### config.mk
export PLATFORM = sky130hd
export DESIGN_NAME = ex_mem_skid_reg
export DESIGN_NICKNAME = d
export VERILOG_FILES = /design/src/rtl/ex_mem_skid_reg.sv
export SDC_FILE = /design/constraint.sdc
export NUM_CORES = 1
export LEC_CHECK = 0
export CORE_MARGIN = 8
export CORE_UTILIZATION = 55
export DETAILED_ROUTE_END_ITERATION = 10
export PLACE_DENSITY = 0.91
export SKIP_CTS_REPAIR_TIMING = 1
export SLEW_MARGIN = 20
export SYNTH_ARGS = -nofsm -noshare
export SYNTH_HDL_FRONTEND = slang
export SYNTH_SLANG_ARGS = --single-unit
### constraint.sdc
create_clock -name clk -period 4.09 [get_ports clk]
set_input_delay 0.409 -clock clk [delete_from_list [all_inputs] [get_ports clk]]
set_output_delay 0.409 -clock clk [all_outputs]
set_load 0.005 [all_outputs]
### src/rtl/ex_mem_skid_reg.sv
// EX->MEM pipeline boundary: registered outputs with a two-entry skid buffer,
// valid/ready on both sides, synchronous flush and bubble insertion when empty.
module ex_mem_skid_reg #(
  parameter int                 REG_W     = 32,
  parameter int                 RADDR_W   = 5,
  parameter int                 MADDR_W   = 17,
  parameter int                 ALUOP_W   = 8,
  parameter logic [ALUOP_W-1:0] NOP_ALUOP = '0
) (
  input  logic               clk,
  input  logic               rst,
  input  logic               flush_i,
  input  logic               in_valid,
  output logic               in_ready,
  input  logic [RADDR_W-1:0] ex_wd,
  input  logic               ex_wreg,
  input  logic [REG_W-1:0]   ex_wdata,
  input  logic [MADDR_W-1:0] mem_addr_i,
  input  logic [REG_W-1:0]   mem_write_data_i,
  input  logic               mem_rw_i,
  input  logic [ALUOP_W-1:0] aluop_i,
  output logic               out_valid,
  input  logic               out_ready,
  output logic [RADDR_W-1:0] mem_wd,
  output logic               mem_wreg,
  output logic [REG_W-1:0]   mem_wdata,
  output logic [MADDR_W-1:0] mem_addr_o,
  output logic [REG_W-1:0]   mem_write_data_o,
  output logic               mem_rw_o,
  output logic [ALUOP_W-1:0] aluop_o,
  output logic [1:0]         occupancy
);

  localparam int PW = RADDR_W + 1 + REG_W + MADDR_W + REG_W + 1 + ALUOP_W;

  // Encodings double as the occupancy count.
  typedef enum logic [1:0] {
    EMPTY = 2'd0,
    ONE   = 2'd1,
    FULL  = 2'd2
  } state_e;

  state_e        state_q, state_d;
  logic [PW-1:0] main_q, main_d;
  logic [PW-1:0] skid_q, skid_d;
  logic [PW-1:0] in_pl;
  logic [PW-1:0] bubble;
  logic          in_fire, out_fire;

  assign in_pl  = {ex_wd, ex_wreg, ex_wdata, mem_addr_i, mem_write_data_i, mem_rw_i, aluop_i};
  assign bubble = {{(PW-ALUOP_W){1'b0}}, NOP_ALUOP};

  // Ready is a function of registered state only, so no ready path runs through.
  assign in_ready  = !rst && (state_q != FULL);
  assign out_valid = (state_q != EMPTY);
  assign in_fire   = in_valid && in_ready;
  assign out_fire  = out_valid && out_ready;

  always_comb begin
    state_d = state_q;
    main_d  = main_q;
    skid_d  = skid_q;
    if (flush_i) begin
      state_d = EMPTY;
      main_d  = bubble;
      skid_d  = bubble;
    end else begin
      case (state_q)
        EMPTY: begin
          if (in_fire) begin
            main_d  = in_pl;
            state_d = ONE;
          end
        end
        ONE: begin
          if (in_fire && out_fire) begin
            main_d = in_pl;
          end else if (in_fire) begin
            skid_d  = in_pl;
            state_d = FULL;
          end else if (out_fire) begin
            main_d  = bubble;
            state_d = EMPTY;
          end
        end
        FULL: begin
          if (out_fire) begin
            main_d  = skid_q;
            skid_d  = bubble;
            state_d = ONE;
          end
        end
        default: begin
          state_d = EMPTY;
          main_d  = bubble;
          skid_d  = bubble;
        end
      endcase
    end
  end

  always_ff @(posedge clk) begin
    if (rst) begin
      state_q <= EMPTY;
      main_q  <= bubble;
      skid_q  <= bubble;
    end else begin
      state_q <= state_d;
      main_q  <= main_d;
      skid_q  <= skid_d;
    end
  end

  assign {mem_wd, mem_wreg, mem_wdata, mem_addr_o, mem_write_data_o, mem_rw_o, aluop_o} = main_q;
  assign occupancy = state_q;

endmodule

=== Yosys cells after proc, flatten, opt, wreduce, memory -nomap -nowiden ===
Cells that the tools add are included.

* Logic and storage cells: 39
* Bits in registers: 194
* Bits of input ports: 101
* Output and inout bits: 100

* Eq/ne operators: 10
* Bitwise logic cells: 1
* Reductions and logical operators: 11
* Multiplexer cells: 14

{| class="wikitable"
|+ Operator list
! kind !! number
|-
| 96-bit 2-to-1 mux || 6
|-
| 96-bit one-hot mux with 3 select lines || 2
|-
| 4-bit AND reduction || 3
|-
| 2-bit 2-to-1 mux || 5
|-
| 2-bit != test, second input constant || 5
|-
| 3-bit != test, second input constant || 3
|-
| 2-bit one-hot mux with 3 select lines || 1
|-
| 1-bit logical AND || 4
|-
| 2-bit by 1-bit == test with 1-bit output, second input constant || 1
|-
| 2-bit == test, second input constant || 1
|-
| 2-bit logical NOT || 1
|-
| 2-bit nonzero test || 1
|-
| 2-bit OR reduction || 1
|-
| 1-bit logical NOT || 1
|-
| 1-bit NOT || 1
|}

=== Depth between registers and ports, before layout ===
Gate-level depths: netlist of the first run.

* Depth after elaboration: 6
* Gate-level depth with buffers: 9
* Depth with buffers taken out: 4

=== Worst setup path after synthesis of the first run ===
OpenSTA, ideal clock, no wires.

* Path type: reg-to-output
* Start: reg state_q[0] (netlist: occupancy[0])
* End: out out_valid
* Cell stages (with the launch flop): 6
* Buffers on the path: 4
* Arrival time: 1.446 ns
* Required time: 3.681 ns
* Slack: 2.235 ns
* Cells stage by stage: dfxtp_1 -> buf_6 -> clkbuf_1 -> clkbuf_1 -> clkbuf_1 -> or2_2

* Word-level cells in the longest chain between the ends: 1

{| class="wikitable"
|+ Ends and longest elaborated chain
! element !! line !! source
|-
| start: declaration || 43 || <nowiki>state_e state_q, state_d;</nowiki>
|-
| start signal: assignment || 108 || <nowiki>state_q <= state_d;</nowiki>
|-
| 2-bit nonzero test || 55 || <nowiki>assign out_valid = (state_q != EMPTY);</nowiki>
|-
| end: declaration || 22 || <nowiki>output logic out_valid,</nowiki>
|}

Every way passes these cells.

=== Final worst setup path of the first run ===
Ends and elaborated chain as after synthesis.

==> metrics.csv, run 1 <==
metric;value;unit
yosys.area_share.adder;0;%
stdcell_count;1353;
initial_core_util;56.4;%
yosysMostFrequentCell;nor2_1;
tns;0;ns
p_total;4.12;mW
grt_max_degree;98;
intPower;3.05;mW
synth_cells;990;
synth_flop_cell;dfxtp_1;
cts_root_buffer;clkbuf_16;
crit_fanout;59;
numCtsBuffers;17;
pin_count;201;
wl_per_cell;18.4;um
die_w;147;um
cts.sinks;194;
antenna_found_initial;0;
cp-start-kind;register;
yosysSeqAreaShare;41.4;%
maxCapViolations;0;
drtIter0Drc;510;
synth_compound_area_share;17.7;%
peakVddDrop;0.291;mV
p_per_area;345;nW/um2
synthesis.area;9390;um2
syn_nets;1091;
dr.pass1.iters;5;
overflow;0;
path_clk_slew;0.07;ns
grt_pass1_wl;40000;um
yosysTopAreaCellShare;41.4;%
routed_wl;24800;um
synth_area_leaders;dfxtp_1 41%, mux2i_1 21%, o2bb2ai_1 9.0%, nor2_1 7.8%, a22oi_1 6.9%;
drv_slew;0;
synth_edf_count;0;
worst_setup_path_end_kind;primary output;
path_class;reg -> out;
place_congestion;0.732;
antennaDiodeCount;0;
setup_slack;1.11;ns
finalSetupViolCount;0;
switching_power;1.08;mW
synth_top_family_by_area;multiplexers;
die_h;147;um
die-area;21500;um2
cts_tree;built;
crit_chain;buf_4 -> or2_2 -> clkdlybuf4s50_1;
drtAntennaViolNets;0;
hpwl;15300;um
rsz0062_at_grt;no;
arrival;2.57;ns
syn2layout_area_growth;27.3;%
dp_slack;1.29;ns
run_status;finished, final reports clean;
yosysUniqueCellTypes;24;
async_reset_ff_share;0;%
crit_required;3.68;ns
slew_headroom;30.0;%
layout-drive-gt1-share;5.65;%
htree_levels;4;
cp_top_family;buffers and inverters;
fmax;0.336;GHz
grt_pass1_vias;7855;
fin_nets;1221;
std_cell_rows;47;
fin_crit;2.98;ns
fin_skew;0.0113;ns
viasPerCell;5.86;
cp_slowest_stage_delay;0.80;ns
swShare;26.1;%
pwr-share-clk;39.4;%
leakage;3.85;nW
p_seq_share;47.2;%
grt_usage;22.2;%
num_vias;7928;
ys_seq_elements;194;
dp.cells;1319;
worst_pin_slew;1.05;ns
clockBufferDepth;2;
drc;0;
synth.area.mux_share;20.6;%
combPwrFrac;13.4;%
fp.coreArea;16600;um2
synth_xor_xnor_area_share;0;%
clk_latency;0.42;ns
yosys-top-cells-count;195 x nor2_1, 194 x dfxtp_1, 193 x mux2i_1, 96 x and2_1, 96 x o2bb2ai_1;
yosys.area_share.simple;15.1;%
avgSynthCellArea;9.48;um2
cp_num_buf_inv;2;
hold_path.class;reg -> reg;
finish.utilization;71.8;%
worst_path_max_delay_cell;dfxtp_4;
yosysTopAreaCell;dfxtp_1;
hold_viol_final;0;
yosys_warnings;0;
io_buffer_count;200;
period_share;72.8;%
r2r_slack;1.51;ns
## tightest hold or removal path: cells and delay by family, from the launching register on
kind | cells | cell delay [ns]
flops | 1 | 0.33
mux | 1 | 0.06
simple gates | 1 | 0.07
## state kept, by name, indices dropped and copies added (netlist names)
register / count
occupancy: 2
skid_q: 96
main_q: 96
## placed cells by master, fill, tap and decap left out, drive strengths merged
| master | count |
|---|---|
| and3b | 1 |
| clkbuf | 17 |
| dfxtp | 194 |
| a22oi | 96 |
| or2 | 2 |
| clkdlybuf4s50 | 200 |
| and2 | 96 |
| clkinv | 7 |
| nor2 | 195 |
| or3b | 1 |
| nor3b | 2 |
| nor2b | 2 |
| buf | 13 |
| o22a | 2 |
| a21oi | 3 |
| o2bb2ai | 96 |
| a211o | 1 |
| bufinv | 1 |
| nor4bb | 1 |
| inv | 7 |
| mux2i | 193 |
| nor4b | 1 |
| a22o | 1 |
| nor3 | 1 |
## power by group through the flow
| stage | clock network (mW) | registers, mW | logic, mW |
|---|---|---|---|
| after global placement | 0 | 1.99 | 0.529 |
| final | 1.63 | 1.95 | 0.552 |
| after CTS | 1.65 | 1.95 | 0.544 |
| after detailed placement | 0 | 1.99 | 0.540 |
| after global routing | 1.74 | 1.95 | 0.595 |
| after floorplan | 0 | 1.98 | 0.317 |
## logic make-up after synthesis
group | count (synthesis)
flip-flops | 194
buffers and inverters | 102
AO/OA/AOI/OAI | 199
multiplexers | 193
AND/OR/NAND/NOR | 302
## cell type report
| class | instances | area [um2] |
|---|---|---|
| clock buffer | 17 | 425 |
| timing repair buffer | 213 | 2150 |
| clock inverter | 15 | 148 |
| sequential | 194 | 3890 |
| tap | 220 | 275 |
| multi-input combinational | 694 | 5060 |
| fill | 1202 | 4690 |
## final timing paths
check,end,cells past startpoint,from
worst max-delay path,out_valid,3,occupancy[0]
worst min-delay path,skid_q[60],2,skid_q[60]
worst max register to register,main_q[45],5,occupancy[1]
worst min register to register,skid_q[60],2,skid_q[60]
## stage by stage
stage	hold slack (ns)	cell area, um2
after floorplan	0.460	9390
after global placement	0.473	11300
after detailed placement	0.482	11300
after CTS	0.500	11900
after global routing	0.520	11900
final	0.497	11900
## routing by layer
metal | track usage (%) | vias up | part of all wire [%]
met5 | 0 | - | 0
met4 | 6.54 | 0 | 1.5
met3 | 6.33 | 28 | 7.2
met2 | 35.9 | 270 | 47
met1 | 28.1 | 3832 | 45
li1 | - | 3798 | -
Note: power is estimated with default switching activity, not from simulation.
==> run 2, diff against run 1 <==
--- a/config.mk
+++ b/config.mk
@@ -6,9 +6,9 @@
 export NUM_CORES = 1
 export LEC_CHECK = 0
 export CORE_MARGIN = 8
-export CORE_UTILIZATION = 55
+export CORE_UTILIZATION = 51
 export DETAILED_ROUTE_END_ITERATION = 10
-export PLACE_DENSITY = 0.91
+export PLACE_DENSITY = 0.86
 export SKIP_CTS_REPAIR_TIMING = 1
 export SLEW_MARGIN = 20
 export SYNTH_ARGS = -nofsm -noshare
==> constraint.sdc (replaced) <==
create_clock -name clk -period 2.95 [get_ports clk]
set_input_delay 0.295 -clock clk [delete_from_list [all_inputs] [get_ports clk]]
set_output_delay 0.295 -clock clk [all_outputs]
set_load 0.005 [all_outputs]
==> run 2 against run 1 <==
Register-to-register slack got worse by 0.62 ns. Clock skew decreased by 0.0027 ns. Combinational power increased by 48%. Non-clock buffer count increased by 15. Global-route usage increased by 0.19 points. Critical path depth unchanged. Worst hold slack got worse by 0.0034 ns. Sequential share of layout area decreased by 0.80 points. Via count increased by 1.1%.
==> metrics.csv, run 2 (same netlist as run 1, synthesis figures left out) <==
metric;value;unit
clk_latency;0.42;ns
pin_count;201;
cts_tree;built;
setup_slack;0.460;ns
antenna_found_initial;1;
final_cell_mix;200 x clkdlybuf4s50_1, 195 x nor2_1, 193 x mux2i_1;
crit_fanout;31;
fmax;0.402;GHz
p_per_area;497;nW/um2
cp_slowest_stage_delay;0.69;ns
grt_max_degree;98;
finish.utilization;68.0;%
die_w;152;um
cts_root_buffer;clkbuf_16;
grt_usage;22.4;%
final_common_cell;clkdlybuf4s50_1;
numCtsBuffers;17;
p_total;6.09;mW
drtAntennaViolNets;0;
stdcell_count;1377;
die-area;23000;um2
placed_area;11600;um2
fp.coreArea;18000;um2
hpwl;16300;um
cts.sinks;194;
fin_crit;2.49;ns
finalSetupViolCount;0;
tns;0;ns
die_h;152;um
fin_area;12200;um2
drv_slew;0;
slew_headroom;55.8;%
rsz0062_at_grt;no;
maxCapViolations;0;
std_cell_rows;49;
viasPerCell;5.82;
dr.pass1.iters;5;
routed_wl;26000;um
grt_pass1_vias;7974;
num_vias;8018;
worst_path_max_delay_cell;dfxtp_4;
fin_skew;0.00855;ns
path_clk_slew;0.07;ns
syn2layout_area_growth;30.5;%
wl_per_cell;18.9;um
cp-start-kind;register;
dp_slack;0.551;ns
path_class;reg -> out;
clockBufferDepth;2;
worst_pin_slew;0.663;ns
layout-drive-gt1-share;6.79;%
io_buffer_count;200;
leakage;3.99;nW
overflow;0;
drtIter0Drc;544;
antennaDiodeCount;0;
run_status;finished, final reports clean;
period_share;84.4;%
crit_chain;buf_4 -> or2_2 -> clkdlybuf4s50_1;
initial_core_util;52.1;%
arrival;2.20;ns
grt_pass1_wl;41500;um
dp.cells;1345;
worst_setup_path_end_kind;primary output;
hold_path.class;reg -> reg;
drc;0;
place_congestion;0.781;
peakVddDrop;0.459;mV
fin_nets;1236;
holdWs;0.493;ns
crit_required;2.65;ns
htree_levels;4;
hold_viol_final;0;
run 2: worst paths after layout:
| check | startpoint | end | slack (ns) | cells after the start |
|---|---|---|---|---|
| max | occupancy[1] | out_valid | 0.46 | 3 |
| min | skid_q[21] | skid_q[21] | 0.49 | 2 |
| max reg2reg | occupancy[1] | main_q[91] | 0.89 | 5 |
| min reg2reg | skid_q[21] | skid_q[21] | 0.49 | 2 |
run 2: worst max-delay path, delay by kind of cell, from the launching register on:
family,cells,cell delay (ns)
buf+inv,2,0.89
flops,1,0.69
simple gates,1,0.18
run 2: area by class of cell:
| class | count | area, um2 |
|---|---|---|
| clock buffers | 20 | 468 |
| repair buffers | 228 | 2350 |
| multi-input cells | 694 | 5060 |
| clock inverters | 12 | 195 |
| well taps | 229 | 287 |
| flip-flops and latches | 194 | 3890 |
| fillers | 1365 | 5780 |
run 2: power by group:
part	internal [mW]	total (mW)	switching (mW)
clock	1.52	2.58	1.07
sequential	2.66	2.69	0.0313
combinational	0.405	0.817	0.412
total	4.58	6.09	1.51
run 2: layer usage:
layer / GRT usage [%] / vias up / part of all wire [%]
met5: 0 / - / 0.038
met4: 5.24 / 2 / 1.0
met3: 5.76 / 21 / 8.0
met2: 35.4 / 273 / 46
met1: 30.0 / 3893 / 45
li1: - / 3829 / -
==> run 3, diff against run 2 <==
==> constraint.sdc (replaced) <==
create_clock -name clk -period 2.4 [get_ports clk]
set_input_delay 0.24 -clock clk [delete_from_list [all_inputs] [get_ports clk]]
set_output_delay 0.24 -clock clk [all_outputs]
set_load 0.005 [all_outputs]
==> run 3 against run 2 <==
Via count shrank 1.1%. Final area is essentially flat. Register-to-register slack lost 0.36 ns. Total power grew 21%. Clock power grew 18%. Largest cell class unchanged.
==> metrics.csv, run 3 (same netlist as run 1, synthesis figures left out) <==
metric;value;unit
hpwl;16200;um
htree_levels;4;
placed_area;11600;um2
drv_slew;0;
clk_latency;0.42;ns
peakVddDrop;0.495;mV
fp.coreArea;18000;um2
routed_wl;25400;um
antenna_found_initial;0;
syn2layout_area_growth;30.4;%
initial_core_util;52.1;%
std_cell_rows;49;
crit_required;2.16;ns
worst_setup_path_end_kind;primary output;
n_fill_cell;1402;
drc;0;
leakage;3.98;nW
grt_max_degree;62;
viasPerCell;5.77;
cts_root_buffer;clkbuf_16;
run_status;finished, final reports clean;
drtIter0Drc;477;
grt_pass1_vias;8083;
regArea;3890;um2
numCtsBuffers;17;
holdWs;0.495;ns
final_cell_mix;200 x clkdlybuf4s50_1, 195 x nor2_1, 193 x mux2i_1;
die_w;152;um
fin_crit;2.32;ns
arrival;2.08;ns
grt_usage;21.9;%
final_common_cell;clkdlybuf4s50_1;
worst_pin_slew;0.492;ns
finalSetupViolCount;0;
rsz0062_at_grt;no;
slew_headroom;67.2;%
die-area;23000;um2
p_per_area;600;nW/um2
crit_fanout;42;
hold_viol_final;0;
grt_use_met1;28.0;%
cts.sinks;194;
overflow;0;
cp-start-kind;register;
path_class;reg -> out;
io_buffer_count;200;
fin_area;12200;um2
fin_skew;0.00638;ns
grt_pass1_wl;40900;um
pin_count;201;
fmax;0.430;GHz
maxCapViolations;0;
dp.cells;1343;
place_congestion;0.757;
layout-drive-gt1-share;6.64;%
num_vias;7932;
fin_nets;1234;
busiest_layer;met2;
period_share;96.8;%
path_clk_slew;0.07;ns
gr-usage-met3;5.05;%
cts_tree;built;
drtAntennaViolNets;0;
stdcell_count;1374;
dr.pass1.iters;5;
die_h;152;um
antennaDiodeCount;0;
hold_path.class;reg -> reg;
wl_per_cell;18.5;um
met2_usage;36.0;%
tns;0;ns
clockBufferDepth;2;
multi_input_area;5060;um2
-- run 3: final cells by class --
type	count	share of cell area (%)
clock buffer	19	3.70
clock inverter	12	1.47
multi-input combinational	694	41.3
sequential	194	31.8
tap	229	2.34
timing repair buffer	226	19.4
-- run 3: where the power goes --
group / internal (mW) / switching, mW / total [mW] / leakage, nW
clock network: 1.80 / 1.25 / 3.05 / 0.306
logic: 0.494 / 0.499 / 0.993 / 2.10
registers: 3.27 / 0.0403 / 3.31 / 1.57
total: 5.56 / 1.78 / 7.35 / 3.98
-- run 3: worst paths after layout --
check	depth (start not counted)	slack, ns	startpoint	end
setup / recovery	2	0.08	occupancy[1]	occupancy[1]
hold / removal	2	0.49	skid_q[6]	skid_q[6]
setup reg to reg	5	0.53	occupancy[1]	main_q[84]
hold reg to reg	2	0.49	skid_q[6]	skid_q[6]
-- run 3: through the flow --
step                utilization [%]  setup WS [ns]  power, mW
global route                   67.9        0.00799       7.64
floorplan                         -          0.663       3.91
detailed placement             64.4          0.193       4.37
finish                         67.9         0.0765       7.35
CTS                            67.9         0.0738       7.40
global placement               64.4          0.253       4.35
-- run 3: worst max-delay path, stage by stage, from the launching register on --
cell and delay (ns):
dfxtp_4 0.67, buf_12 0.35, clkdlybuf4s50_1 0.59
-- run 3: per-layer routing --
| metal | up-vias | routed length [um] | share of wire (%) |
|---|---|---|---|
| li1 | 3816 | - | - |
| met1 | 3826 | 11400 | 45 |
| met2 | 262 | 11800 | 46 |
| met3 | 28 | 1840 | 7.2 |
| met4 | 0 | 402 | 1.6 |
| met5 | - | 0 | 0 |
